[src/rtl/yc2ycbcr.sv]
// yc2ycbcr: rebuilds 4:4:4 YCbCr from a 4:2:2 YC stream.
// Each Cb/Cr pair is presented on both pixels of the pair. Chroma is only
// selected, never computed. Every output lags its input by exactly two clocks.
module yc2ycbcr #(
  parameter int C_DATA_WIDTH = 10,
  parameter bit C_CR_FIRST   = 1'b0
) (
  input  logic                    clk,
  input  logic                    reset,
  input  logic                    VS_in,
  input  logic                    HS_in,
  input  logic                    DE_in,
  input  logic [C_DATA_WIDTH-1:0] Y_in,
  input  logic [C_DATA_WIDTH-1:0] C_in,
  output logic                    VS_out,
  output logic                    HS_out,
  output logic                    DE_out,
  output logic [C_DATA_WIDTH-1:0] Y_out,
  output logic [C_DATA_WIDTH-1:0] Cb_out,
  output logic [C_DATA_WIDTH-1:0] Cr_out
);

  // Chroma mid-scale. It fills the missing partner of a trailing odd pixel.
  localparam logic [C_DATA_WIDTH-1:0] NEUTRAL = {1'b1, {(C_DATA_WIDTH-1){1'b0}}};

  // Phase of the sample currently on the input. Zero marks the first word of a pair.
  logic                    ph_q;

  // Stage A: the incoming pixel, delayed by one clock
  logic                    vs_a_q, hs_a_q, de_a_q, ph_a_q;
  logic [C_DATA_WIDTH-1:0] y_a_q, c_a_q;

  // First chroma of the pair, held for the pair's second pixel
  logic [C_DATA_WIDTH-1:0] hold_q, hold_d;

  // Output stage
  logic                    vs_q, hs_q, de_q;
  logic [C_DATA_WIDTH-1:0] y_q, cb_q, cr_q;
  logic [C_DATA_WIDTH-1:0] first_d, second_d, cb_d, cr_d;

  // Phase tracking and stage A capture.
  // NOTE: sequential state uses non-blocking (<=), so every register samples
  // pre-edge values and the result does not depend on the order of statements.
  always_ff @(posedge clk or negedge reset) begin
    if (!reset) begin
      ph_q   <= 1'b0;
      vs_a_q <= 1'b0;
      hs_a_q <= 1'b0;
      de_a_q <= 1'b0;
      ph_a_q <= 1'b0;
      y_a_q  <= '0;
      c_a_q  <= '0;
    end else begin
      ph_q   <= DE_in ? ~ph_q : 1'b0;
      vs_a_q <= VS_in;
      hs_a_q <= HS_in;
      de_a_q <= DE_in;
      ph_a_q <= ph_q;
      y_a_q  <= Y_in;
      c_a_q  <= C_in;
    end
  end

  // Chroma selection from stage A, with a one-pixel look-ahead at the live input
  always_comb begin
    // NOTE: assigning a default to every output before any branch means no
    // path leaves a signal unassigned, so no latch can be inferred.
    first_d  = c_a_q;
    second_d = c_a_q;
    hold_d   = hold_q;
    if (de_a_q) begin
      if (!ph_a_q) begin
        first_d  = c_a_q;
        second_d = DE_in ? C_in : NEUTRAL;
        hold_d   = c_a_q;
      end else begin
        first_d  = hold_q;
        second_d = c_a_q;
      end
    end
    cb_d = C_CR_FIRST ? second_d : first_d;
    cr_d = C_CR_FIRST ? first_d  : second_d;
  end

  // Output registers and the pair hold register. Syncs reset to their idle-high level.
  always_ff @(posedge clk or negedge reset) begin
    if (!reset) begin
      vs_q   <= 1'b1;
      hs_q   <= 1'b1;
      de_q   <= 1'b0;
      y_q    <= '0;
      cb_q   <= '0;
      cr_q   <= '0;
      hold_q <= '0;
    end else begin
      vs_q   <= vs_a_q;
      hs_q   <= hs_a_q;
      de_q   <= de_a_q;
      y_q    <= y_a_q;
      cb_q   <= cb_d;
      cr_q   <= cr_d;
      hold_q <= hold_d;
    end
  end

  assign VS_out = vs_q;
  assign HS_out = hs_q;
  assign DE_out = de_q;
  assign Y_out  = y_q;
  assign Cb_out = cb_q;
  assign Cr_out = cr_q;

endmodule

[config.mk]
export PLATFORM = sky130hd
export DESIGN_NAME = yc2ycbcr
export DESIGN_NICKNAME = d
export VERILOG_FILES = /design/src/rtl/yc2ycbcr.sv
export SDC_FILE = /design/constraint.sdc
export NUM_CORES = 1
export LEC_CHECK = 0
export BUFFER_PORTS_ARGS = -buffer_cell sky130_fd_sc_hd__buf_4
export CAP_MARGIN = 20
export CORE_MARGIN = 1
export CORE_UTILIZATION = 51
export CTS_CLUSTER_SIZE = 10
export DETAILED_ROUTE_END_ITERATION = 6
export PLACE_DENSITY = 0.85
export SYNTH_ARGS = -nofsm -noshare
export SYNTH_HDL_FRONTEND = slang
export SYNTH_SLANG_ARGS = --single-unit
[constraint.sdc]
create_clock -name clk -period 1.6 [get_ports clk]
set_clock_uncertainty 0.1 [all_clocks]
set_input_delay 0 -clock clk [delete_from_list [all_inputs] [get_ports clk]]
set_output_delay 0 -clock clk [all_outputs]
set_load 0.01 [all_outputs]
* Word-level counts from Yosys, hierarchy flattened
Index checks and enable logic that the tools add are counted.
** Word-level totals
- Register bits :: 68
- Latch bits :: 0
- Memory bits (writable) :: 0
- ROM bits :: 0
- Output and inout bits :: 33
- Word-level logic and storage cells :: 21
- Memories kept :: 0
** Operators by class
- Add/sub/neg operators :: 0
- $mul :: 0
- Divide/modulo/power cells :: 0
- Order comparisons :: 0
- Eq/ne operators :: 0
- Shift-type cells :: 0
- Mux-type cells :: 6
- Bitwise operators :: 1
- Reductions and logical operators :: 0
** Operators by type and width (number)
- $mux 10 :: 5
- $mux 1 :: 1
- $not 1->1 :: 1

* Logic depth before layout (Yosys ltp)
- Depth in word-level cells :: 3
- Gate-level depth with buffers :: 3

* Worst setup path after synthesis
Ideal clock, no wire load.
- Path kind :: reg2reg
- Start point :: reg de_a_q
- End point :: reg cr_q[9] (netlist: Cr_out[9])
- Arrival time :: 994 ps
- Path slack :: 381 ps
- Cell stages (with the launch flop) :: 4
- Buffers on the path :: 1
- Period minus slack after synthesis :: 1219 ps
- Cell sequence :: dfrtp_1 nor2b_2 buf_6 mux2_2
** Between the ends
- Cells in the longest elaborated chain, start to end :: 1
** RTL lines
- start: declaration :: RTL line 30 : logic vs_a_q, hs_a_q, de_a_q, ph_a_q;
- start signal: assignment :: RTL line 57 : de_a_q <= DE_in;
- $mux 10 :: RTL line 71 : if (de_a_q) begin
- named net cr_d[9] :: RTL line 39 : logic [C_DATA_WIDTH-1:0] first_d, second_d, cb_d, cr_d;
- end signal: assignment :: RTL line 101 : cr_q <= cr_d;
- end: declaration :: RTL line 38 : logic [C_DATA_WIDTH-1:0] y_q, cb_q, cr_q;
The timed path passes the listed nets, and every way through them passes these cells.
A chain may end at the register's enable or synchronous reset.

* Worst setup path in the final report
- Start point :: reg ph_a_q
- End point :: reg hold_q[3]
** Between the ends
- Cells in the longest elaborated chain, start to end :: 1
** RTL lines
- start: declaration :: RTL line 30
- start signal: assignment :: RTL line 58 : ph_a_q <= ph_q;
- $mux 10
- end signal: assignment :: RTL line 102 : hold_q <= hold_d;
- end: declaration :: RTL line 34 : logic [C_DATA_WIDTH-1:0] hold_q, hold_d;
No other way between the ends.

==> reports/metrics.json <==
{
  "outcome": {
    "run_status": "finished clean"
  },
  "synth": {
    "post_synth_xor_area_fraction": 0,
    "postSynth.asyncResetShare": 1.000,
    "ys_top_cells_by_count": "66 x sky130_fd_sc_hd__dfrtp_1, 11 x sky130_fd_sc_hd__mux2_2, 10 x sky130_fd_sc_hd__mux2_4",
    "synthesis.yosys.warnings": 0,
    "yosys_register_bits": 68,
    "synthesis.area_per_instance_um2": 17.71,
    "ys_top_cells_by_area": "sky130_fd_sc_hd__dfrtp_1 75%, sky130_fd_sc_hd__mux2_4 6.8%, sky130_fd_sc_hd__mux2_2 5.6%, sky130_fd_sc_hd__mux2i_1 4.1%, sky130_fd_sc_hd__dfstp_2 2.4%",
    "yosys.cell_count.top_type": "sky130_fd_sc_hd__dfrtp_1",
    "yosysTopAreaCellShare": 0.7521,
    "synth_fp_nets": 149,
    "synth_top_flop_cell": "sky130_fd_sc_hd__dfrtp_1",
    "synth_compound_area_frac": 0,
    "main_combinational_cell_family_by_area_after_synthesis": "multiplexers",
    "post-synth-top-area-cell": "sky130_fd_sc_hd__dfrtp_1",
    "synth_sequential_area_ratio": 0.7761,
    "post_synth_and_or_nand_nor_area_fraction": 0.03077,
    "synth.cell_area_um2": 2196,
    "synthCells": 124,
    "synth_edf_count": 0,
    "yosys.cell_types.count": 13,
    "adder_cell_area_share_of_the_yosys_netlist": 0,
    "synth.mux.area_fraction": 0.1658
  },
  "layout": {
    "antenna_cells": 0,
    "final_util": 0.7771,
    "post_route_cells_drive_above_1_share": 0.4505,
    "fin_cells": 272,
    "final_design_area_no_fill_um2": 3153,
    "nNetsFinal": 243,
    "area_growth_syn_to_layout_pct": 43.59
  },
  "die": {
    "die_x_um": 67.62,
    "design.portCount": 58,
    "initial_utilization": 0.5412,
    "core_area_um2": 4058,
    "fp.dieArea_um2": 4572,
    "die_h_um": 67.62,
    "placementRows": 23
  },
  "cts": {
    "cts_buffers": 9,
    "clk_path_buf_depth": 2,
    "cts_max_level": 3,
    "post-cts-setup-buffer-count": 0,
    "cts_hold_buffers": 24,
    "clock_sinks": 68,
    "tritoncts": "yes",
    "clockRootBuffer": "sky130_fd_sc_hd__clkbuf_8",
    "clock_latency_ns": 0.33,
    "clkSlewWorstSetupHoldPaths_ns": 0.06,
    "cts-resized-gates": 0
  },
  "sta": {
    "timing.final.crit_period_ns": 1.247,
    "final_min_period_over_clock_period": 0.7794,
    "fin_tns_setup_ns": 0,
    "maxSlewHeadroom": 0.7787,
    "setup-violations-final": 0,
    "timing_max_transition_violations_final": 0,
    "timing_hold_violations_final": 0,
    "max_slew.worst_pin.slew_ns": 0.3319,
    "grt_setup_unrepaired": "false",
    "timing.fmax_ghz": 0.8019,
    "setup_slack_ns": 0.3530
  },
  "grt": {
    "global_route_wire_length_before_repair_um": 6147,
    "via_count_of_the_first_global_routing_pass": 1393,
    "gr-total-overflow": 0,
    "antenna_found_initial": 0,
    "grt_max_degree": 69,
    "track_usage": 0.1974
  },
  "drt": {
    "detailedRoute.firstPassIterationCount": 4,
    "routed_wire_length_per_instance_um": 14.11,
    "total_detailed_routing_wirelength_um": 3837,
    "routed_via_density": 4.651,
    "postRouteAntennaNets": 0,
    "drt-initial-drc-count": 64,
    "vias_after_detailed_routing": 1265,
    "drcViolationCount": 0
  },
  "placed_design": {
    "last_weighted_congestion_value_of_the_routability_driven_placer": 0.7191,
    "port_buffers": 57,
    "dpl.cell_count": 233,
    "post_dp_cell_area_um2": 2710,
    "detailedPlace.worstSlack_ns": 0.3599,
    "detailedPlacementHpwl_um": 2372
  },
  "power": {
    "power_density_nw_per_um2": 1185,
    "ir_drop_mv": 0.7428,
    "leakage_nw": 1.555
  },
  "setup_path": {
    "cp.arrival_ns": 1.36,
    "critical_path.startpoint_type": "flip-flop",
    "worst-endpoint-required_ns": 1.71,
    "setup.worst_path.class": "flip-flop to flip-flop",
    "maximum_fanout_encountered_on_the_critical_timing_path": 5,
    "critPathCaptureType": "flip-flop"
  },
  "min_path": {
    "hold_path_class": "primary input to asynchronous set/reset pin"
  },
  "flow_run": {
    "max_cap_viol": 0
  }
}
-- critical path: stages, from the launching register on --
cell                       delay (ns)
sky130_fd_sc_hd__dfrtp_1         0.40
sky130_fd_sc_hd__nand2b_1        0.16
sky130_fd_sc_hd__buf_4           0.17
sky130_fd_sc_hd__mux2_4          0.30
-- metrics by stage --
step	hold slack (ns)	power, W
4_1_cts	0.1183	0.003787
5_1_grt	0.1440	0.003898
3_3_place_gp	-0.08330	0.002306
6_report	0.1023	0.003735
3_5_place_dp	-0.07158	0.002321
2_1_floorplan	-0.3956	0.002102
-- path summary, 6_finish.rpt --
kind / endpoint / cells past startpoint / slack [ns] / from
worst max-delay path: hold_q[3] / 3 / 0.35 / ph_a_q
worst min-delay path: Y_out[3] / 3 / 0.10 / reset
worst max register to register: hold_q[3] / 3 / 0.35 / ph_a_q
worst min register to register: Y_out[1] / 0 / 0.24 / y_a_q[1]
max in group asynchronous: VS_out / 3 / 0.99 / reset
min in group clk: vs_a_q / 2 / 0.22 / VS_in
-- power by group --
group | leakage [nW] | internal (W) | total [W] | switching [W]
Sequential | 0.796 | 0.00185 | 0.00191 | 0.0000598
Combinational | 0.656 | 0.000259 | 0.000422 | 0.000164
Clock | 0.103 | 0.000841 | 0.00140 | 0.000559
-- registers in the layout, indices dropped and copies added (netlist names) --
| signal | count |
|---|---|
| c_a_q | 10 |
| de_a_q | 1 |
| hs_a_q | 1 |
| DE_out | 1 |
| Y_out | 10 |
| Cr_out | 10 |
| Cb_out | 10 |
| vs_a_q | 1 |
| VS_out | 1 |
| HS_out | 1 |
| y_a_q | 10 |
| ph_a_q | 1 |
| hold_q | 10 |
| ph_q | 1 |
-- kinds of logic after synthesis --
logic type / Yosys count
buffers and inverters: 12
DFF: 68
muxes: 30
and+or+nand+nor: 14
-- layout by cell type (no fill, tap or decap) --
master,n
sky130_fd_sc_hd__dfrtp_1,66
sky130_fd_sc_hd__buf_4,61
sky130_fd_sc_hd__dlygate4sd3_1,24
sky130_fd_sc_hd__clkbuf_8,12
sky130_fd_sc_hd__mux2_2,11
sky130_fd_sc_hd__mux2_4,10
sky130_fd_sc_hd__inv_1,9
sky130_fd_sc_hd__nand2_1,9
sky130_fd_sc_hd__mux2i_1,9
sky130_fd_sc_hd__dfstp_2,2
sky130_fd_sc_hd__nand2b_1,2
sky130_fd_sc_hd__clkbuf_1,2
sky130_fd_sc_hd__nand2_2,1
sky130_fd_sc_hd__nor2b_2,1
sky130_fd_sc_hd__nor2b_1,1
sky130_fd_sc_hd__bufinv_16,1
sky130_fd_sc_hd__buf_12,1
-- area by class of cell --
class                   count  area (um2)
flip-flops and latches     68        1704
fillers                   237       904.6
well taps                  50       62.56
inverters                   9       33.78
clock inverters             1       30.03
multi-input cells          44       431.7
repair buffers             86       718.2
clock buffers              14       172.7
-- routing by layer --
| layer | vias up | GRT usage | share of wire | routed length, um |
|---|---|---|---|---|
| met5 | - | 0 | 0 | 0 |
| met4 | 0 | 0.09043 | 0.020 | 76 |
| met3 | 8 | 0.09291 | 0.094 | 361 |
| met2 | 55 | 0.3255 | 0.49 | 1881 |
| met1 | 616 | 0.2136 | 0.40 | 1518 |
| li1 | 586 | - | - | - |
Power figures use the tool's default switching activity.
